===== src/rtl/muldiv_sequencer_if.sv =====
// Handshake bundle between the main control FSM (master) and the multiply/divide
// sequencer (slave): start requests in, step/write/exception strobes out.
interface muldiv_sequencer_if;
   logic       mult_start;
   logic       div_start;
   logic       Div0;
   logic       busy;
   logic       load_ops;
   logic       mult_step;
   logic       div_step;
   logic [5:0] iter_count;
   logic       sign_fix;
   logic       WriteHI;
   logic       WriteLO;
   logic       done;
   logic       div0_exc;

   modport master (
      output mult_start, div_start, Div0,
      input  busy, load_ops, mult_step, div_step, iter_count,
             sign_fix, WriteHI, WriteLO, done, div0_exc
   );

   modport slave (
      input  mult_start, div_start, Div0,
      output busy, load_ops, mult_step, div_step, iter_count,
             sign_fix, WriteHI, WriteLO, done, div0_exc
   );
endinterface


===== src/rtl/muldiv_sequencer.sv =====
// Moore sequencer that walks the datapath through a 32-iteration multiply or divide.
// Define MULDIV_SIGN_FIX_EN to insert a one-cycle signed-correction state after divides.
module muldiv_sequencer (
   input logic              i_clock,
   input logic              i_reset_n,
   muldiv_sequencer_if.slave bus
);

   typedef enum logic [2:0] {
      IDLE,
      LOAD,
      MULT,
      DIV,
`ifdef MULDIV_SIGN_FIX_EN
      FIX,
`endif
      WRITE,
      EXC
   } state_t;

   state_t     r_state;
   logic       r_isDiv;
   logic [5:0] r_iter;
   logic       r_busy;
   logic       r_load;
   logic       r_multStep;
   logic       r_divStep;
   logic       r_write;
   logic       r_exc;
`ifdef MULDIV_SIGN_FIX_EN
   logic       r_signFix;
`endif

   // Every output is set on the edge that enters the state it belongs to, so outputs
   // line up with the state without any combinational decode.
   always_ff @(posedge i_clock or negedge i_reset_n) begin
      if (!i_reset_n) begin
         r_state    <= IDLE;
         r_isDiv    <= 1'b0;
         r_iter     <= 6'd0;
         r_busy     <= 1'b0;
         r_load     <= 1'b0;
         r_multStep <= 1'b0;
         r_divStep  <= 1'b0;
         r_write    <= 1'b0;
         r_exc      <= 1'b0;
`ifdef MULDIV_SIGN_FIX_EN
         r_signFix  <= 1'b0;
`endif
      end else begin
         r_load  <= 1'b0;
         r_write <= 1'b0;
         r_exc   <= 1'b0;
`ifdef MULDIV_SIGN_FIX_EN
         r_signFix <= 1'b0;
`endif
         case (r_state)
            IDLE: begin
               // Multiply has priority; a simultaneous divide request is simply dropped.
               if (bus.mult_start) begin
                  r_state <= LOAD;
                  r_isDiv <= 1'b0;
                  r_busy  <= 1'b1;
                  r_load  <= 1'b1;
               end else if (bus.div_start) begin
                  r_busy <= 1'b1;
                  if (bus.Div0) begin
                     r_state <= EXC;
                     r_exc   <= 1'b1;
                  end else begin
                     r_state <= LOAD;
                     r_isDiv <= 1'b1;
                     r_load  <= 1'b1;
                  end
               end
            end
            LOAD: begin
               r_iter <= 6'd0;
               if (r_isDiv) begin
                  r_state   <= DIV;
                  r_divStep <= 1'b1;
               end else begin
                  r_state    <= MULT;
                  r_multStep <= 1'b1;
               end
            end
            MULT: begin
               if (r_iter == 6'd31) begin
                  r_iter     <= 6'd0;
                  r_multStep <= 1'b0;
                  r_state    <= WRITE;
                  r_write    <= 1'b1;
               end else begin
                  r_iter <= r_iter + 6'd1;
               end
            end
            DIV: begin
               if (r_iter == 6'd31) begin
                  r_iter    <= 6'd0;
                  r_divStep <= 1'b0;
`ifdef MULDIV_SIGN_FIX_EN
                  r_state   <= FIX;
                  r_signFix <= 1'b1;
`else
                  r_state   <= WRITE;
                  r_write   <= 1'b1;
`endif
               end else begin
                  r_iter <= r_iter + 6'd1;
               end
            end
`ifdef MULDIV_SIGN_FIX_EN
            FIX: begin
               r_state <= WRITE;
               r_write <= 1'b1;
            end
`endif
            WRITE: begin
               r_state <= IDLE;
               r_isDiv <= 1'b0;
               r_busy  <= 1'b0;
            end
            EXC: begin
               r_state <= IDLE;
               r_busy  <= 1'b0;
            end
            default: begin
               r_state    <= IDLE;
               r_isDiv    <= 1'b0;
               r_iter     <= 6'd0;
               r_busy     <= 1'b0;
               r_multStep <= 1'b0;
               r_divStep  <= 1'b0;
            end
         endcase
      end
   end

   assign bus.busy       = r_busy;
   assign bus.load_ops   = r_load;
   assign bus.mult_step  = r_multStep;
   assign bus.div_step   = r_divStep;
   assign bus.iter_count = r_iter;
   assign bus.WriteHI    = r_write;
   assign bus.WriteLO    = r_write;
   assign bus.done       = r_write;
   assign bus.div0_exc   = r_exc;
`ifdef MULDIV_SIGN_FIX_EN
   assign bus.sign_fix   = r_signFix;
`else
   assign bus.sign_fix   = 1'b0;
`endif

endmodule


===== src/flat_wrapper.sv =====
// flat-port wrapper written by rule: the top's interface ports become plain ports
module muldiv_sequencer_flat 
  (i_clock, i_reset_n, bus_mult_start, bus_div_start, bus_Div0, bus_busy, bus_load_ops, bus_mult_step, bus_div_step, bus_iter_count, bus_sign_fix, bus_WriteHI, bus_WriteLO, bus_done, bus_div0_exc);
  muldiv_sequencer_if bus_i ();
  input logic i_clock;
  input logic i_reset_n;
  input wire logic [$bits(bus_i.mult_start)-1:0] bus_mult_start;
  input wire logic [$bits(bus_i.div_start)-1:0] bus_div_start;
  input wire logic [$bits(bus_i.Div0)-1:0] bus_Div0;
  output wire logic [$bits(bus_i.busy)-1:0] bus_busy;
  output wire logic [$bits(bus_i.load_ops)-1:0] bus_load_ops;
  output wire logic [$bits(bus_i.mult_step)-1:0] bus_mult_step;
  output wire logic [$bits(bus_i.div_step)-1:0] bus_div_step;
  output wire logic [$bits(bus_i.iter_count)-1:0] bus_iter_count;
  output wire logic [$bits(bus_i.sign_fix)-1:0] bus_sign_fix;
  output wire logic [$bits(bus_i.WriteHI)-1:0] bus_WriteHI;
  output wire logic [$bits(bus_i.WriteLO)-1:0] bus_WriteLO;
  output wire logic [$bits(bus_i.done)-1:0] bus_done;
  output wire logic [$bits(bus_i.div0_exc)-1:0] bus_div0_exc;
  assign bus_i.mult_start = bus_mult_start;
  assign bus_i.div_start = bus_div_start;
  assign bus_i.Div0 = bus_Div0;
  assign bus_busy = bus_i.busy;
  assign bus_load_ops = bus_i.load_ops;
  assign bus_mult_step = bus_i.mult_step;
  assign bus_div_step = bus_i.div_step;
  assign bus_iter_count = bus_i.iter_count;
  assign bus_sign_fix = bus_i.sign_fix;
  assign bus_WriteHI = bus_i.WriteHI;
  assign bus_WriteLO = bus_i.WriteLO;
  assign bus_done = bus_i.done;
  assign bus_div0_exc = bus_i.div0_exc;
  muldiv_sequencer u_core (.i_clock(i_clock), .i_reset_n(i_reset_n), .bus(bus_i));
endmodule

===== config.mk =====
export PLATFORM = sky130hd
export DESIGN_NAME = muldiv_sequencer_flat
export DESIGN_NICKNAME = d
export VERILOG_FILES = /design/src/rtl/muldiv_sequencer_if.sv /design/src/rtl/muldiv_sequencer.sv /design/src/flat_wrapper.sv
export SDC_FILE = /design/constraint.sdc
export NUM_CORES = 1
export LEC_CHECK = 0
export ABC_AREA = 1
export BUFFER_PORTS_ARGS = -buffer_cell sky130_fd_sc_hd__buf_2
export CAP_MARGIN = 15
export CORE_MARGIN = 1
export CORE_UTILIZATION = 51
export CTS_BUF_LIST = sky130_fd_sc_hd__clkbuf_4 sky130_fd_sc_hd__clkbuf_8
export DETAILED_ROUTE_END_ITERATION = 8
export GPL_TIMING_DRIVEN = 0
export PLACE_DENSITY_LB_ADDON = 0.05
export REMOVE_ABC_BUFFERS = 1
export SYNTH_ARGS = -nofsm -noshare
export SYNTH_HDL_FRONTEND = slang
export SYNTH_SLANG_ARGS = --single-unit
export TNS_END_PERCENT = 5

===== constraint.sdc =====
create_clock -name i_clock -period 1.4 [get_ports i_clock]
set_input_delay 0.21 -clock i_clock [delete_from_list [all_inputs] [get_ports i_clock]]
set_output_delay 0.21 -clock i_clock [all_outputs]
set_load 0.005 [all_outputs]

### After elaboration in Yosys (flattened, before gate mapping)

Cells that the tools add are included.

| word-level totals | value |
|---|---|
| register bits | 16 |
| input bits | 5 |
| logic and storage cells | 69 |

| operators by class | value |
|---|---|
| add/sub/neg operators | 1 |
| eq/ne operators | 13 |
| mux-type cells | 30 |
| bitwise gates (word level) | 4 |
| reductions and logical operators | 12 |

Operators by type and width:

| cell | number |
|---|---|
| $mux W1 | 19 |
| $mux W3 | 4 |
| $pmux W6 S2 | 1 |
| $reduce_or A4 Y1 | 3 |
| $pmux W3 S3 | 1 |
| $reduce_and A3 Y1 | 3 |
| $ne A2 B1 Y1 const B | 4 |
| $add A6 B1 Y6 const B | 1 |
| $eq A3 B2 Y1 const B | 2 |
| $eq A3 B3 Y1 const B | 2 |
| $eq A6 B5 Y1 const B | 1 |
| $mux W6 | 1 |
| $ne A3 B3 Y1 const B | 2 |
| $pmux W1 S3 | 2 |
| $reduce_or A3 Y1 | 2 |
| $not A1 Y1 | 4 |
| $pmux W1 S2 | 2 |
| $reduce_and A2 Y1 | 2 |
| $eq A3 B1 Y1 const B | 1 |
| $logic_not A3 Y1 | 1 |
| $ne A2 B2 Y1 const B | 1 |
| $reduce_or A2 Y1 | 1 |

### Depth between registers and ports, before layout

Gate-level depths: netlist of run 1.

| logic depth | value |
|---|---|
| word-level depth | 4 |
| depth in mapped cells | 9 |

### Least setup slack after synthesis of run 1

No wires, ideal clock.

| timing path | value |
|---|---|
| path kind | register to register |
| from | reg u_core.r_iter[0], in the netlist u_core.bus.iter_count[0] |
| to | reg u_core.r_multStep, in the netlist u_core.bus.mult_step |
| setup time | 117 ps |
| arrival | 1081 ps |
| required time | 1283 ps |
| setup slack | 202 ps |
| cell stages (with the launch flop) | 9 |
| clock period less this slack | 1198 ps |
| cell sequence | dfrtp_1 -> ha_1 -> nand2_2 -> nor2_4 -> nand2_4 -> nand2_1 -> nand3_1 -> nand2_1 -> nand2_1 |

| on the way | value |
|---|---|
| cells in the longest elaborated chain, start to end | 3 |

Ends and longest elaborated chain:

| element | RTL line | text |
|---|---|---|
| start: declaration | muldiv_sequencer.sv:23 | `logic [5:0] r_iter;` |
| start signal: assignment | muldiv_sequencer.sv:94 | `r_iter <= r_iter + 6'd1;` |
| start signal: assignment | muldiv_sequencer.sv:109 | `r_iter <= r_iter + 6'd1;` |
| $eq A6 B5 Y1 | muldiv_sequencer.sv:88 | `if (r_iter == 6'd31) begin` |
| $ne A2 B1 Y1 (no source line) | n/a |  |
| $reduce_and A3 Y1 (no source line) | n/a |  |
| end signal: assignment | muldiv_sequencer.sv:84 | `r_multStep <= 1'b1;` |
| end signal: assignment | muldiv_sequencer.sv:90 | `r_multStep <= 1'b0;` |
| end signal: assignment | muldiv_sequencer.sv:132 | `r_multStep <= 1'b0;` |
| end: declaration | muldiv_sequencer.sv:26 | `logic r_multStep;` |

Every way passes these cells.
A chain may end at the register's enable or synchronous reset.

### Worst setup path after layout of run 1

| timing path | value |
|---|---|
| from | reg u_core.r_iter[0], in the netlist u_core.bus.iter_count[0] |
| to | reg u_core.r_iter[5], in the netlist u_core.bus.iter_count[5] |

| on the way | value |
|---|---|
| cells in the longest elaborated chain, start to end | 3 |

Ends and longest elaborated chain:

| element | RTL line | text |
|---|---|---|
| $add A6 B1 Y6 or $eq A6 B5 Y1 (tied branches) | n/a |  |
| $mux W6 * | muldiv_sequencer.sv:88, muldiv_sequencer.sv:98 |  |
| $pmux W6 S2 * | muldiv_sequencer.sv:57 | `case (r_state)` |

Every way passes the cells marked *; elsewhere a longest branch is shown, timed or not.

==> flow_summary.toml, run 1 <==
[setup_path]
ff2ff_path_depth = 8
critPathCaptureType = "flip-flop"
timing.setup.critical_path_class = "reg2reg"
cpMostUsedCell = "nand2_4"
cp.arrival_ns = 1.52
cp_top_family = "simple AND/OR/NAND/NOR gates"
path_cells = "ha_2 -> nand2_2 -> nor2_4 -> nand2_4 -> nand2_4 -> inv_1 -> nor2_2 -> nor2_1"
crit_required_ns = 1.60
path_max_fanout = 5
path_buf_inv = 1
crit_slowest_cell = "dfrtp_2"
crit_cells = 8
r2r-start = "u_core.bus.iter_count[0]$_DFFE_PN0N_"
worst_setup_path_start_kind = "flip-flop"
cpPeakStageDelay_ns = 0.40
crit_start = "u_core.bus.iter_count[0]$_DFFE_PN0N_"

[global_route]
grt_pass1_vias = 674
overflow = 0
grt_pass1_wl_um = 2932
antenna_found_initial = 0
grt_max_degree = 17
track_usage_pct = 21.49

[cells_and_area]
multiInputGateArea_sq_um = 399.1
fin_nets = 135
syn2layout_area_growth_pct = 19.16
fillers = 136
final_design_area_no_fill_sq_um = 1027
final_common_cell = "nand2_1"
drive_gt1_share_pct = 37.50
antenna_cells = 0
seqCellArea_sq_um = 401.6
layout_common_cells = "27 x nand2_1, 18 x buf_2, 15 x dfrtp_1"

[synth]
synthAdderAreaFrac_pct = 1.451
synth_top_family_by_area = "simple AND/OR/NAND/NOR gates"
synth.area.mux_share_pct = 0
ys_warn_count = 0
syn_inst = 105
syn_area_sq_um = 862.1
synth.distinct_cells = 22
ys_seq_elements = 16
postSynthAreaPerCell_sq_um = 8.210
synth_xor_area_share_pct = 0
synthSimpleGateAreaFrac_pct = 36.87
ys_seq_area_share_pct = 46.44
synth_compound_area_share_pct = 6.676

[sta]
clock_skew_ns = 0.003394
final.min_clock_period_ns = 1.316
clock.fmax_mhz = 759.7
setup_slack_ns = 0.08373
setup_violations = 0
timing.final.crit_share_pct = 94.02
hold_viol = 0
slew_violations = 0

[die]
core_area_sq_um = 1541
fp-row-count = 14
ios = 20
start_util_pct = 55.93
dieArea_sq_um = 1859
die_y_um = 43.12
die-width_um = 43.12

[placed_design]
place_hpwl_um = 1199
place_ws_ns = 0.04292
place_area_sq_um = 949.7
routabilityCongestion = 0.8228
port_buffers = 18

[detailed_routing]
ant_nets = 0
routed-via-count = 754
drt-initial-drc-count = 17
routedWlPerCell_um = 12.12
drtPass1Iterations = 4
totalWireLength_um = 1745
vias_per_cell = 5.236
drcViolationCount = 0

[flow_run]
cap_violations = 0

[clock_network]
clock-sinks = 16
cts-root-buf = "clkbuf_4"
cts_tree = "built"
cts_buffers = 3
clk_path_buf_depth = 2
clk_latency_ns = 0.30
htree_levels = 1
path_clk_slew_ns = 0.10

[power_and_ir_drop]
p_per_area_nw_per_um2 = 1930
leakage_nw = 0.5927
ir_worst_vdd_uv = 1073
total_power_mw = 1.983

[hold_path]
hold_class = "in2reg"
min-delay-start = "bus_Div0"
holdPathStages = 2

[run_status]
status = "finished, final reports clean"
[synthesized netlist by cell type]
| cell type | n | area (sq um) |
|---|---|---|
| nand2_2 | 6 | 37.54 |
| nand4_2 | 2 | 25.02 |
| inv_4 | 1 | 6.260 |
| nand4_1 | 4 | 25.02 |
| nand3_1 | 6 | 30.03 |
| o211ai_1 | 1 | 7.510 |
| dfrtp_1 | 16 | 400.4 |
| inv_2 | 3 | 11.26 |
| o21ai_1 | 1 | 5.000 |
| a21oi_1 | 4 | 20.02 |
| or2_2 | 1 | 6.260 |
| nor2_4 | 1 | 11.26 |
| nand2_1 | 28 | 105.1 |
| buf_4 | 3 | 22.52 |
| o21ai_0 | 5 | 25.02 |
| nand2_4 | 3 | 33.78 |
| nor2_1 | 7 | 26.28 |
| inv_1 | 8 | 30.03 |
| conb_1 | 1 | 3.750 |
| nor3_1 | 1 | 5.000 |
| nor2_2 | 2 | 12.51 |
| ha_1 | 1 | 12.51 |
[report_power, final]
group	switching [mW]	leakage, nW	internal (mW)	total, mW
combinational	0.546	0.361	0.365	0.911
sequential	0.144	0.211	0.605	0.749
clock	0.164	0.0210	0.159	0.322
[area by class of cell]
type                            count  area share (%)
Multi-Input combinational cell     74           38.85
Timing Repair Buffer               22           11.94
Sequential cell                    16           39.10
Inverter                           12           4.628
Clock buffer                        4           3.532
Tap cell                           16           1.949
[kinds of logic (layout without fill, tap and decap cells)]
group                    count (synthesis)  in the layout
AO/OA/AOI/OAI                           11             11
AND/OR/NAND/NOR                         61             61
adder cells (fa/ha/maj)                  1              1
flip-flops                              16             16
other                                    1              1
buffers and inverters                   15             38
[worst register-to-register path, stage by stage, from the launching register on]
cell	delay, ns
dfrtp_2	0.40
ha_2	0.19
nand2_2	0.08
nor2_4	0.16
nand2_4	0.10
nand2_4	0.10
inv_1	0.06
nor2_2	0.09
nor2_1	0.05
[routing by layer]
layer  vias to the layer above  share of wire (%)  GRT usage, %
met2                        20                 48         30.45
met3                         5                3.6         3.830
li1                        385                  -             -
met5                         -                  0             0
met1                       344                 46         31.15
met4                         0                2.2         10.91
[worst paths after layout]
kind	end	slack, ns
min reg2reg	u_core.bus.div_step$_DFFE_PN0P_	0.49
max in group asynchronous	u_core.bus.iter_count[0]$_DFFE_PN0N_	0.77
min in group asynchronous	u_core.bus.iter_count[3]$_DFFE_PN0N_	0.34
min	u_core.bus.load_ops$_DFF_PN0_	0.09
max reg2reg	u_core.bus.iter_count[5]$_DFFE_PN0N_	0.08
max	u_core.bus.iter_count[5]$_DFFE_PN0N_	0.08
[flip-flops by register name (all words and copies together), names as in the netlist]
register	count
u_core.bus.mult_step	1
u_core.bus.div0_exc	1
u_core.bus.busy	1
u_core.r_state	3
u_core.bus.div_step	1
u_core.bus.WriteHI	1
u_core.r_isDiv	1
u_core.bus.load_ops	1
u_core.bus.iter_count	6
[timing repair]
action | in CTS | in global routing
gates resized for setup | 0 | 4
hold buffers | 1 | 0
endpoints found under the setup margin | 0 | 5
endpoints found under the hold margin | 16 | 0
buffers inserted | 0 | 3
[through the flow]
stage                     setup TNS, ns  utilization, %  hold WS, ns  cells
after global placement                0           61.61       0.1401    136
after CTS                             0           64.61      0.09663    141
final                                 0           66.64      0.09164    144
after floorplan                       0               -     -0.08559    102
after detailed placement              0           61.61       0.1518    136
after global routing           -0.02360           66.64      0.09285    144
Note: power is estimated with default switching activity, not from simulation.
==> run 2: changes to the inputs <==
--- a/config.mk
+++ b/config.mk
@@ -7,7 +7,6 @@
 export LEC_CHECK = 0
 export ABC_AREA = 1
 export BUFFER_PORTS_ARGS = -buffer_cell sky130_fd_sc_hd__buf_2
-export CAP_MARGIN = 15
 export CORE_MARGIN = 1
 export CORE_UTILIZATION = 51
 export CTS_BUF_LIST = sky130_fd_sc_hd__clkbuf_4 sky130_fd_sc_hd__clkbuf_8
==> constraint.sdc (replaced) <==
create_clock -name i_clock -period 1.4 [get_ports i_clock]
set_input_delay 0.21 -clock i_clock [delete_from_list [all_inputs] [get_ports i_clock]]
set_output_delay 0.21 -clock i_clock [all_outputs]
set_load 0.1 [all_outputs]
==> run 2 against run 1 <==
Against the previous run: cell count did not move; hold slack improved by 0.0011 ns; largest power group unchanged; power rose by 34%; global-route usage did not move; final area rose by 0.73%; clock power barely moved; critical path type is now reg2out; sequential cell count did not move; register-to-register slack barely moved; via count did not move; first-iteration DRC count fell by 12%.
==> flow_summary.toml, run 2 (same netlist as run 1, synthesis figures left out) <==
[cells_and_area]
syn2layout_area_growth_pct = 20.03
antenna_cells = 0
drive_gt1_share_pct = 37.50
layout_common_cells = "27 x nand2_1, 15 x buf_2, 15 x dfrtp_1"
utilization_pct = 67.13
largest_register_ffs = 6
fin_nets = 135
final_common_cell = "nand2_1"

[die]
die_y_um = 43.12
dieArea_sq_um = 1859
core_area_sq_um = 1541
die-width_um = 43.12
ios = 20
start_util_pct = 55.93
fp-row-count = 14

[sta]
clock.fmax_mhz = 732.6
timing.final.crit_share_pct = 97.50
final.min_clock_period_ns = 1.365
hold_viol = 0
slew_violations = 0
clock_skew_ns = 0.002313
finalSetupTns_ns = 0
setup_violations = 0
timing.hold.ws_ns = 0.09279
setup_slack_ns = 0.03496
grt_setup_unrepaired = "yes"

[detailed_routing]
ant_nets = 0
drcViolationCount = 0
routed-via-count = 754
totalWireLength_um = 1749
vias_per_cell = 5.236
drt-initial-drc-count = 15
drtPass1Iterations = 4
routedWlPerCell_um = 12.15

[global_route]
overflow = 0
busiest_layer = "met1"
grt_pass1_wl_um = 2932
grt_use_met2_pct = 30.45
use_met3_pct = 3.830
grt_max_degree = 17
grt_pass1_vias = 674
grt.met1_usage_pct = 31.15
antenna_found_initial = 0
track_usage_pct = 21.49

[setup_path]
cpPeakStageDelay_ns = 0.45
cp_top_family = "buffers and inverters"
path_cells = "buf_2"
ff2ff_path_depth = 8
timing.setup.critical_path_class = "reg2out"
path_max_fanout = 4
crit_required_ns = 1.19
crit_slowest_cell = "buf_2"
r2r-start = "u_core.bus.iter_count[0]$_DFFE_PN0N_"
critPathCaptureType = "primary output"
path_buf_inv = 1
r2r-end = "u_core.bus.iter_count[5]$_DFFE_PN0N_"
cp.arrival_ns = 1.16
worst_setup_path_start_kind = "flip-flop"
ff2ff_setup_slack_ns = 0.08

[power_and_ir_drop]
sw_frac_of_total_pct = 56.92
p_sw_mw = 1.515
ir_worst_vdd_uv = 1760
p_int_mw = 1.146
pwr-share-seq_pct = 28.2
total_power_mw = 2.661
p_per_area_nw_per_um2 = 2572
pwr-share-clk_pct = 12.1
comb_power_share_pct = 59.7
leakage_nw = 0.5925

[clock_network]
cts_buffers = 3
clk_latency_ns = 0.30
htree_levels = 1
cts_tree = "built"
clock-sinks = 16
clk_path_buf_depth = 2
cts-root-buf = "clkbuf_4"
path_clk_slew_ns = 0.10

[run_status]
status = "finished, final reports clean"

[hold_path]
holdPathStages = 2
hold-path-endpoint = "u_core.bus.load_ops$_DFF_PN0_"
hold_class = "in2reg"
min-delay-start = "bus_Div0"

[placed_design]
routabilityCongestion = 0.8228
port_buffers = 18
place_hpwl_um = 1199
place_ws_ns = 0.04292

[flow_run]
cap_violations = 0
[run 2: cell types whose count changed in the layout (fill, tap and decap cells not counted)]
cell / previous run / this run
buf_2: 18 / 15
buf_4: 3 / 5
clkbuf_4: 3 / 4
[run 2: area by class of cell]
| class | count | area, sq um |
|---|---|---|
| Tap cell | 16 | 20.02 |
| Sequential cell | 16 | 401.6 |
| Clock buffer | 4 | 36.28 |
| Multi-Input combinational cell | 74 | 399.1 |
| Timing Repair Buffer | 22 | 130.1 |
| Inverter | 12 | 47.55 |
| Fill cell | 135 | 506.7 |
[run 2: metrics by stage]
step | instance area (sq um) | instances
after detailed placement | 949.7 | 136
after global routing | 1035 | 144
final | 1035 | 144
after global placement | 949.7 | 136
after floorplan | 839.6 | 102
after CTS | 1001 | 141
[run 2: worst max path at each step]
stage	start	to	slack, ns	cells after the start
after floorplan	u_core.bus.WriteHI$_DFF_PN0_	bus_WriteHI	-0.88	0
after global placement	u_core.bus.iter_count[0]$_DFFE_PN0N_	u_core.bus.iter_count[5]$_DFFE_PN0N_	0.08	8
after detailed placement	u_core.bus.iter_count[0]$_DFFE_PN0N_	u_core.bus.iter_count[5]$_DFFE_PN0N_	0.04	8
after CTS	u_core.bus.iter_count[1]$_DFFE_PN0N_	bus_iter_count[1]	0.008	1
after global routing	u_core.bus.iter_count[0]$_DFFE_PN0N_	u_core.bus.iter_count[5]$_DFFE_PN0N_	-0.03	8
final	u_core.bus.iter_count[3]$_DFFE_PN0N_	bus_iter_count[3]	0.03	1
[run 2: repair_timing]
action | CTS | global route
gates resized for setup | 2 | 5
endpoints found under the setup margin | 2 | 7
pin swaps | 0 | 1
buffers inserted | 0 | 3
endpoints found under the hold margin | 16 | 0
hold buffers | 1 | 0
[run 2: per-layer routing]
layer / wire (um) / vias up
li1: - / 384
met1: 811 / 343
met2: 833 / 22
met3: 66 / 5
met4: 38 / 0
met5: 0 / -
[run 2: power by group through the flow]
stage	clock, mW	sequential, mW	combinational (mW)
after floorplan	0	1.38	0.599
after global placement	0	0.756	1.46
after detailed placement	0	0.759	1.48
after CTS	0.327	0.756	1.50
after global routing	0.340	0.766	1.72
final	0.321	0.751	1.59
==> run 3: changes to the inputs <==
--- a/config.mk
+++ b/config.mk
@@ -12,8 +12,9 @@
 export CTS_BUF_LIST = sky130_fd_sc_hd__clkbuf_4 sky130_fd_sc_hd__clkbuf_8
 export DETAILED_ROUTE_END_ITERATION = 8
 export GPL_TIMING_DRIVEN = 0
-export PLACE_DENSITY_LB_ADDON = 0.05
+export PLACE_DENSITY = 0.83
 export REMOVE_ABC_BUFFERS = 1
+export SETUP_SLACK_MARGIN = 0.5
 export SYNTH_ARGS = -nofsm -noshare
 export SYNTH_HDL_FRONTEND = slang
 export SYNTH_SLANG_ARGS = --single-unit
==> run 3 against run 2 <==
Against the previous run: fmax increased by 3.7%; final area increased by 1.1%; non-clock buffer count increased by 1; core utilization increased by 0.73 points; largest power group unchanged; power increased by 0.82%; clock power decreased by 2%; sequential cell count unchanged; clock skew about the same; register-to-register slack about the same; highest routed layer unchanged; setup slack improved by 0.049 ns; critical endpoint is now bus_iter_count[1].
==> flow_summary.toml, run 3 (same netlist as run 1, synthesis figures left out) <==
[sta]
setup_slack_ns = 0.08386
clock.fmax_mhz = 759.8
timing.hold.ws_ns = 0.1023
setup_violations = 0
clock_skew_ns = 0.002525
hold_viol = 0
grt_setup_unrepaired = "yes"
slew_violations = 0
timing.final.crit_share_pct = 94.01
finalSetupTns_ns = 0
final.min_clock_period_ns = 1.316

[power_and_ir_drop]
leakage_nw = 0.5993
p_per_area_nw_per_um2 = 2565
ir_worst_vdd_uv = 1868

[setup_path]
timing.setup.critical_path_class = "reg2out"
ff2ff_setup_slack_ns = 0.09
critPathCaptureType = "primary output"
worst_setup_path_start_kind = "flip-flop"
cp.arrival_ns = 1.11
path_max_fanout = 3
crit_required_ns = 1.19

[flow_run]
cap_violations = 0

[global_route]
grt_pass1_vias = 705
track_usage_pct = 21.08
antenna_found_initial = 0
overflow = 0
grt_pass1_wl_um = 2822
grt_max_degree = 17

[die]
start_util_pct = 55.93
die_y_um = 43.12
dieArea_sq_um = 1859
core_area_sq_um = 1541
ios = 20
fp-row-count = 14
die-width_um = 43.12

[detailed_routing]
drcViolationCount = 0
routedWlPerCell_um = 12.28
ant_nets = 0
totalWireLength_um = 1780
vias_per_cell = 5.297
routed-via-count = 768
drtPass1Iterations = 4
drt-initial-drc-count = 10

[clock_network]
path_clk_slew_ns = 0.10
clk_path_buf_depth = 2
clk_latency_ns = 0.29
cts_tree = "built"
cts_buffers = 3
cts-root-buf = "clkbuf_4"
clock-sinks = 16
htree_levels = 1

[cells_and_area]
final_common_cell = "nand2_1"
antenna_cells = 0
layout_common_cells = "28 x nand2_1, 16 x dfrtp_1, 12 x buf_2"
utilization_pct = 67.86
fin_nets = 136
largest_register_ffs = 6
fillers = 123
seqCellArea_sq_um = 400.4
syn2layout_area_growth_pct = 21.33
multiInputGateArea_sq_um = 396.6
drive_gt1_share_pct = 36.43
final_design_area_no_fill_sq_um = 1046

[hold_path]
hold_class = "in2reg"

[placed_design]
place_ws_ns = 0.06236
routabilityCongestion = 0.8227
place_area_sq_um = 949.7
port_buffers = 18
place_hpwl_um = 1262

[run_status]
status = "finished, final reports clean"
## run 3: changes by cell type in the layout (fill, tap and decap cells not counted)
cell / delta
nand2_2: -1
clkbuf_4: -1
dfrtp_2: -1
buf_2: -3
dfrtp_1: +1
buf_4: +5
nand2_1: +1
## run 3: layout make-up
class / instances / area share (%)
clock buffers: 4 / 3.469
repair buffers: 23 / 13.88
inverters: 12 / 4.545
well taps: 16 / 1.914
flip-flops and latches: 16 / 38.28
multi-input cells: 74 / 37.92
## run 3: metrics by stage
step	cells	power, mW
after floorplan	102	1.981
after global placement	136	2.198
after detailed placement	136	2.244
after CTS	143	2.616
after global routing	145	2.848
final	145	2.683
## run 3: what timing repair did
action,in CTS,in global routing
setup endpoints to repair,30,30
buffers inserted,2,2
hold buffers,1,0
endpoints found under the hold margin,16,0
gates resized for setup,6,2
## run 3: where the power goes
| part | internal [mW] | total, mW | switching, mW | leakage (nW) |
|---|---|---|---|---|
| Combinational | 0.398 | 1.63 | 1.24 | 0.366 |
| Sequential | 0.602 | 0.735 | 0.133 | 0.212 |
| Clock | 0.159 | 0.313 | 0.155 | 0.0210 |
## run 3: layer usage
layer / routed length (um) / part of all wire, % / GRT usage [%] / vias to the layer above
li1: - / - / - / 385
met1: 754 / 42 / 24.73 / 355
met2: 896 / 50 / 35.22 / 23
met3: 82 / 4.6 / 3.830 / 5
met4: 47 / 2.6 / 12.73 / 0
met5: 0 / 0 / 0 / -
## run 3: worst paths after layout
kind	cells past startpoint	from	end
max	2	u_core.bus.iter_count[1]$_DFFE_PN0N_	bus_iter_count[1]
min	2	bus_Div0	u_core.bus.load_ops$_DFF_PN0_
max reg2reg	8	u_core.bus.iter_count[1]$_DFFE_PN0N_	u_core.bus.iter_count[5]$_DFFE_PN0N_
min reg2reg	2	u_core.bus.mult_step$_DFFE_PN0P_	u_core.bus.mult_step$_DFFE_PN0P_
max in group asynchronous	2	i_reset_n	u_core.bus.div0_exc$_DFF_PN0_
min in group asynchronous	2	i_reset_n	u_core.bus.iter_count[3]$_DFFE_PN0N_
## run 3: worst max-delay path, cell delays in order, from the launching register on
cell and delay, ns:
dfrtp_1 0.40, buf_4 0.13, buf_4 0.28
